$ cat src/rtl/alu_issue_pkg.sv
// Shared definitions for the ALU issue/writeback stage: widths, op codes,
// FSM state encoding and instruction field layout.
package alu_issue_pkg;

  localparam int DW   = 4;
  localparam int NREG = 4;
  localparam int RW   = 2;
  localparam int OPW  = 3;
  localparam int IW   = OPW + 3 * RW;

  localparam logic [OPW-1:0] OP_ZERO  = 3'd0;
  localparam logic [OPW-1:0] OP_BSUBA = 3'd1;
  localparam logic [OPW-1:0] OP_ASUBB = 3'd2;
  localparam logic [OPW-1:0] OP_ADD   = 3'd3;
  localparam logic [OPW-1:0] OP_XOR   = 3'd4;
  localparam logic [OPW-1:0] OP_OR    = 3'd5;
  localparam logic [OPW-1:0] OP_AND   = 3'd6;
  localparam logic [OPW-1:0] OP_ONES  = 3'd7;

  localparam int OP_MSB = 8;
  localparam int OP_LSB = 6;
  localparam int RD_MSB = 5;
  localparam int RD_LSB = 4;
  localparam int RA_MSB = 3;
  localparam int RA_LSB = 2;
  localparam int RB_MSB = 1;
  localparam int RB_LSB = 0;

  typedef enum logic [1:0] {
    IDLE  = 2'd0,
    ISSUE = 2'd1,
    DONE  = 2'd2
  } state_t;

  function automatic logic [OPW-1:0] instr_op(input logic [IW-1:0] i);
    return i[OP_MSB:OP_LSB];
  endfunction

  function automatic logic [RW-1:0] instr_rd(input logic [IW-1:0] i);
    return i[RD_MSB:RD_LSB];
  endfunction

  function automatic logic [RW-1:0] instr_ra(input logic [IW-1:0] i);
    return i[RA_MSB:RA_LSB];
  endfunction

  function automatic logic [RW-1:0] instr_rb(input logic [IW-1:0] i);
    return i[RB_MSB:RB_LSB];
  endfunction

endpackage

$ cat src/rtl/alu_issue_regfile.sv
// Small register file for the issue stage: two asynchronous read ports and a
// single synchronous write port shared by the direct load path and ALU
// writeback, with the load taking priority.
module issue_regfile
  import alu_issue_pkg::*;
(
  input  logic          clk,
  input  logic          resetn,
  input  logic          ld_en,
  input  logic [RW-1:0] ld_addr,
  input  logic [DW-1:0] ld_data,
  input  logic          wb_en,
  input  logic [RW-1:0] wb_addr,
  input  logic [DW-1:0] wb_data,
  input  logic [RW-1:0] ra_addr,
  output logic [DW-1:0] ra_data,
  input  logic [RW-1:0] rb_addr,
  output logic [DW-1:0] rb_data
);

  logic [DW-1:0] regs [NREG];
  logic          we;
  logic [RW-1:0] waddr;
  logic [DW-1:0] wdata;

  // Select the write source; a direct load overrides a writeback
  always_comb begin
    we    = ld_en | wb_en;
    waddr = wb_addr;
    wdata = wb_data;
    if (ld_en) begin
      waddr = ld_addr;
      wdata = ld_data;
    end
  end

  // Register storage, cleared on reset
  always_ff @(posedge clk) begin
    if (!resetn) begin
      for (int i = 0; i < NREG; i++) begin
        regs[i] <= '0;
      end
    end else if (we) begin
      regs[waddr] <= wdata;
    end
  end

  assign ra_data = regs[ra_addr];
  assign rb_data = regs[rb_addr];

endmodule

$ cat src/rtl/alu_issue_ctrl.sv
// Issue/writeback stage in front of the 4-bit combinational ALU. Accepts an
// instruction, drives the ALU for one cycle from the register file, writes
// the result back and holds it for a downstream consumer.
module alu_issue_ctrl
  import alu_issue_pkg::*;
(
  input  logic           Clock,
  input  logic           Resetn,
  input  logic           instr_valid,
  output logic           instr_ready,
  input  logic [IW-1:0]  instr,
  input  logic           ld_en,
  input  logic [RW-1:0]  ld_addr,
  input  logic [DW-1:0]  ld_data,
  output logic [OPW-1:0] alu_S,
  output logic [DW-1:0]  alu_A,
  output logic [DW-1:0]  alu_B,
  input  logic [DW-1:0]  alu_F,
  output logic           res_valid,
  input  logic           res_ready,
  output logic [DW-1:0]  res_data,
  output logic [RW-1:0]  res_rd,
  output logic           res_zero,
  output logic           busy
);

  state_t        state;
  state_t        next_state;
  logic [IW-1:0] ir;
  logic          accept;
  logic          ld_ok;
  logic          wb_en;
  logic [DW-1:0] rdata_a;
  logic [DW-1:0] rdata_b;

  issue_regfile u_rf (
    .clk     (Clock),
    .resetn  (Resetn),
    .ld_en   (ld_ok),
    .ld_addr (ld_addr),
    .ld_data (ld_data),
    .wb_en   (wb_en),
    .wb_addr (instr_rd(ir)),
    .wb_data (alu_F),
    .ra_addr (instr_ra(ir)),
    .ra_data (rdata_a),
    .rb_addr (instr_rb(ir)),
    .rb_data (rdata_b)
  );

  // Next-state, handshake and load-gating decode
  always_comb begin
    next_state  = state;
    instr_ready = 1'b0;
    ld_ok       = 1'b0;
    case (state)
      IDLE: begin
        instr_ready = 1'b1;
        ld_ok       = ld_en;
        if (instr_valid) next_state = ISSUE;
      end
      ISSUE: begin
        next_state = DONE;
      end
      DONE: begin
        instr_ready = res_ready;
        ld_ok       = ld_en & ~(res_ready & instr_valid);
        if (res_ready) next_state = instr_valid ? ISSUE : IDLE;
      end
      default: begin
        next_state = IDLE;
      end
    endcase
  end

  assign accept = instr_valid & instr_ready;
  assign wb_en  = (state == ISSUE);
  assign busy   = (state != IDLE);

  // ALU inputs are only live during ISSUE so the ALU sees zeros otherwise
  always_comb begin
    alu_S = '0;
    alu_A = '0;
    alu_B = '0;
    if (state == ISSUE) begin
      alu_S = instr_op(ir);
      alu_A = rdata_a;
      alu_B = rdata_b;
    end
  end

  // FSM state register
  always_ff @(posedge Clock) begin
    if (!Resetn) state <= IDLE;
    else         state <= next_state;
  end

  // Instruction capture and result register
  always_ff @(posedge Clock) begin
    if (!Resetn) begin
      ir        <= '0;
      res_valid <= 1'b0;
      res_data  <= '0;
      res_rd    <= '0;
      res_zero  <= 1'b1;
    end else begin
      if (accept) ir <= instr;
      if (state == ISSUE) begin
        res_data  <= alu_F;
        res_rd    <= instr_rd(ir);
        res_zero  <= (alu_F == '0);
        res_valid <= 1'b1;
      end else if (state == DONE && res_ready && !instr_valid) begin
        res_valid <= 1'b0;
      end
    end
  end

endmodule

$ cat config.mk
export PLATFORM = sky130hd
export DESIGN_NAME = alu_issue_ctrl
export DESIGN_NICKNAME = d
export VERILOG_FILES = /design/src/rtl/alu_issue_pkg.sv /design/src/rtl/alu_issue_regfile.sv /design/src/rtl/alu_issue_ctrl.sv
export SDC_FILE = /design/constraint.sdc
export NUM_CORES = 1
export LEC_CHECK = 0
export BUFFER_PORTS_ARGS = -buffer_cell sky130_fd_sc_hd__buf_2
export CORE_UTILIZATION = 41
export CTS_CLUSTER_SIZE = 30
export DETAILED_ROUTE_END_ITERATION = 6
export GPL_TIMING_DRIVEN = 0
export PLACE_DENSITY = 0.68
export SLEW_MARGIN = 20
export SYNTH_ARGS = -nofsm -noshare
export SYNTH_HDL_FRONTEND = slang
export SYNTH_HIERARCHICAL = 1
export SYNTH_SLANG_ARGS = --single-unit
export TNS_END_PERCENT = 5
$ cat constraint.sdc
create_clock -name Clock -period 4.25 [get_ports Clock]
set_input_delay 0.2125 -clock Clock [delete_from_list [all_inputs] [get_ports Clock]]
set_output_delay 0.2125 -clock Clock [all_outputs]
set_load 0.01 [all_outputs]
==> reports/qor.csv <==
stage,metric,value,unit
min_path,holdPathStages,3,
cts,cts_tree,built,
power,power.total,823.7,uW
power,switching_share,25.50,%
run_status,run_status,"finished, final reports clean",
cts,post_cts_buffers,0,
cts,hold_buffers,0,
synthesis,syn_area,0.002106,mm^2
synthesis,yosysWarnings,6,
min_path,hold_path.class,input pin to flop,
setup_path,cp.arrival,2.16,ns
synthesis,async_reset_ff_share,0,%
setup_path,r2r_setup_slack,2.02,ns
layout,final_nets,267,
sta,max_freq,448.1,MHz
cts,clk_latency,0.28,ns
sta,grt_setup_unrepaired,no,
sta,period_share,52.51,%
detailed_routing,ant_nets,0,
min_path,hold_path.startpoint,instr[8],
global_route,antenna_found_initial,0,
cts,clockBufferDepth,2,
synthesis,synth_compound_area_share,12.00,%
setup_path,path_cells,a311oi_1 > buf_6 > clkbuf_1 > nand2_1 > o221ai_1,
sta,finalSetupTns,0,ns
synthesis,synthMuxAreaShare,12.83,%
layout,syn_to_final_growth,19.79,%
synthesis,yosysSeqAreaShare,40.88,%
layout,fillCellCount,484,
power,p_clk_share,34.8,%
power,p_seq_share,47.8,%
floorplan,io_pins,45,
sta,setup_viol,0,
detailed_routing,drc,0,
floorplan,num_rows,25,
detailed_routing,drt-initial-drc-count,53,
power,combPwrFrac,17.4,%
cts,root_buffer,clkbuf_8,
setup_path,r2r-start,state[0],
setup_path,end_kind,flop,
run,maxCapViolations,0,
synthesis,yosysUniqueCellTypes,44,
setup_path,crit_start,state[0],
power,p_per_area,326.5,mW/mm^2
power,ir_worst_vdd,0.0001869,V
global_route,grt_max_degree,12,
setup_path,cp_slowest_cell,a311oi_1,
synthesis,synth_ff_type,dfxtp_1,
floorplan,start_util,43.71,%
synthesis,avgSynthCellArea,10.97,um^2
detailed_routing,dr.pass1.iters,4,
global_route,grt_remaining_overflow,0,
synthesis,mappedNetlistNets,216,
power,p_leak,1.004,nW
setup_path,path_max_fanout,10,
synthesis,synthSimpleGateAreaFrac,27.69,%
synthesis,ys_ff_latch,35,
cts,htree_levels,2,
sta,fin_crit,2.232,ns
floorplan,core,0.004817,mm^2
placement,numPortBuffers,44,
detailed_routing,wire_per_inst,14.64,um
sta,drv_slew,0,
floorplan,dieHeight,73.67,um
synthesis,synth_top_family_by_area,simple AND/OR/NAND/NOR gates,
sta,hold_viol_final,0,
placement,gp_congestion,0.8694,
cts,clk_pin_slew,0.07,ns
cts,cts_buffers,5,
floorplan,die_area,0.005427,mm^2
global_route,grt_pass1_wl,7.431,mm
power,p_switching,210.0,uW
floorplan,die_w,73.67,um
cts,post_cts_resized,0,
setup_path,critical_path_required,4.17,ns
synthesis,synthAdderAreaFrac,0,%
setup_path,cp-start-kind,flop,
synthesis,synthXorXnorAreaFrac,0,%
cts,clock-sinks,35,
global_route,first_global_vias,1501,
synthesis,synth_edf_count,16,
synthesis,syn_inst,192,
layout,num_antenna_cells,0,
setup_path,critPathKind,flop to flop,
layout,drive_gt1_share,40.16,%
setup_path,cpPeakStageDelay,0.50,ns
sta,skew,0.003065,ns
setup_path,reg2reg_depth,5,
power,internal_power,613.6,uW
detailed_routing,num_vias,1605,
detailed_routing,viasPerCell,5.161,
detailed_routing,totalWireLength,4.554,mm
sta,tightest_slew,0.5220,ns
setup_path,r2r_end,u_rf/regs[1][1],
setup_path,cpLargestDelayFamily,compound AO/OA/AOI/OAI gates,
sta,max-slew-margin-rel,64.96,%
placement,dp_hpwl,3.545,mm
setup_path,crit_buf_inv,2,
global_route,grt_use_total,18.47,%
min_path,whs_endpoint,ir[8],
==> area by class of cell <==
type	count	area [um^2]	share of cell area (%)
repair buffers	44	220.2	8.730
clock buffers	7	107.6	4.266
flip-flops and latches	35	860.8	34.13
clock inverters	1	5.005	0.1984
well taps	67	83.83	3.323
inverters	3	16.27	0.6448
multi-input cells	139	1106	43.85
plain buffers	15	122.6	4.861
==> worst min-delay path, delay by kind of cell <==
| family | cells | cell delay [ns] |
|---|---|---|
| buffers and inverters | 1 | 0.09 |
| muxes | 1 | 0.05 |
| and+or+nand+nor | 1 | 0.04 |
==> synthesized netlist by cell type (all sizes together) (2+ instances only) <==
library cell,n,area (um^2)
nand4bb,2,38.79
a21oi,4,20.02
a221oi,4,60.06
nand2,38,142.6
nor2,4,15.01
dfxtp,19,380.4
nand3b,15,128.9
nand3,8,40.04
or3b,4,35.03
inv,3,16.26
a21boi,6,63.81
mux2i,9,90.09
buf,11,97.58
clkbuf,4,25.02
mux4,8,180.2
nand2b,5,38.79
and2,12,81.33
a22oi,8,60.06
edfxtp,16,480.5
==> placed cells by master, fill, tap and decap left out, types with 3 or more instances in the layout <==
master / instances
nand3b_1: 13
buf_2: 47
nand2b_2: 3
dfxtp_1: 19
a221oi_2: 4
clkbuf_1: 3
mux2i_1: 9
and2_2: 5
or3b_1: 4
a22oi_1: 8
nand3_1: 8
buf_6: 5
a21oi_1: 4
a21boi_2: 5
clkbuf_8: 7
nand2_1: 38
edfxtp_1: 16
and2_1: 7
mux4_2: 8
nor2_1: 4
==> power groups by stage <==
stage	combinational [mW]	sequential, mW	clock (mW)
after floorplan	0.0996	0.396	0
after CTS	0.144	0.394	0.291
final	0.143	0.394	0.287
after global placement	0.142	0.399	0
after global routing	0.157	0.397	0.309
after detailed placement	0.143	0.402	0
==> stage by stage <==
step / utilization, % / instances / instance area, um^2 / setup slack (ns) / hold WS (ns)
2_1_floorplan: - / 192 / 2106 / 2.478 / 0.3546
3_3_place_gp: 50.03 / 303 / 2410 / 2.120 / 0.4386
3_5_place_dp: 50.03 / 303 / 2410 / 2.089 / 0.4468
4_1_cts: 52.36 / 311 / 2522 / 2.059 / 0.1601
5_1_grt: 52.36 / 311 / 2522 / 1.958 / 0.1562
6_report: 52.36 / 311 / 2522 / 2.018 / 0.1652
==> flip-flops by register name, indices dropped and copies added, names as in the netlist <==
| name | count |
|---|---|
| u_rf/regs | 16 |
| ir | 9 |
| res_data | 4 |
| res_rd | 2 |
| state | 2 |
| res_valid | 1 |
| res_zero | 1 |
==> metal layers <==
metal	vias to the layer above	global-route usage [%]	wire (um)
met4	0	5.983	83
li1	806	-	-
met2	52	30.38	2237
met1	738	24.35	2034
met5	-	0	0
met3	9	3.704	199
==> worst max-delay path by stage <==
stage / endpoint / slack [ns] / cells past startpoint
after floorplan: u_rf/regs[1][0] / 2.48 / 5
after global placement: u_rf/regs[1][3] / 2.12 / 5
after detailed placement: u_rf/regs[1][2] / 2.09 / 5
after CTS: u_rf/regs[1][1] / 2.06 / 5
after global routing: u_rf/regs[1][1] / 1.96 / 5
final: u_rf/regs[1][1] / 2.02 / 5
==> logic make-up after synthesis <==
family | Yosys count
compound gates | 28
buf+inv | 18
flops | 35
mux | 17
simple gates | 94
Note: power is estimated with default switching activity, not from simulation.
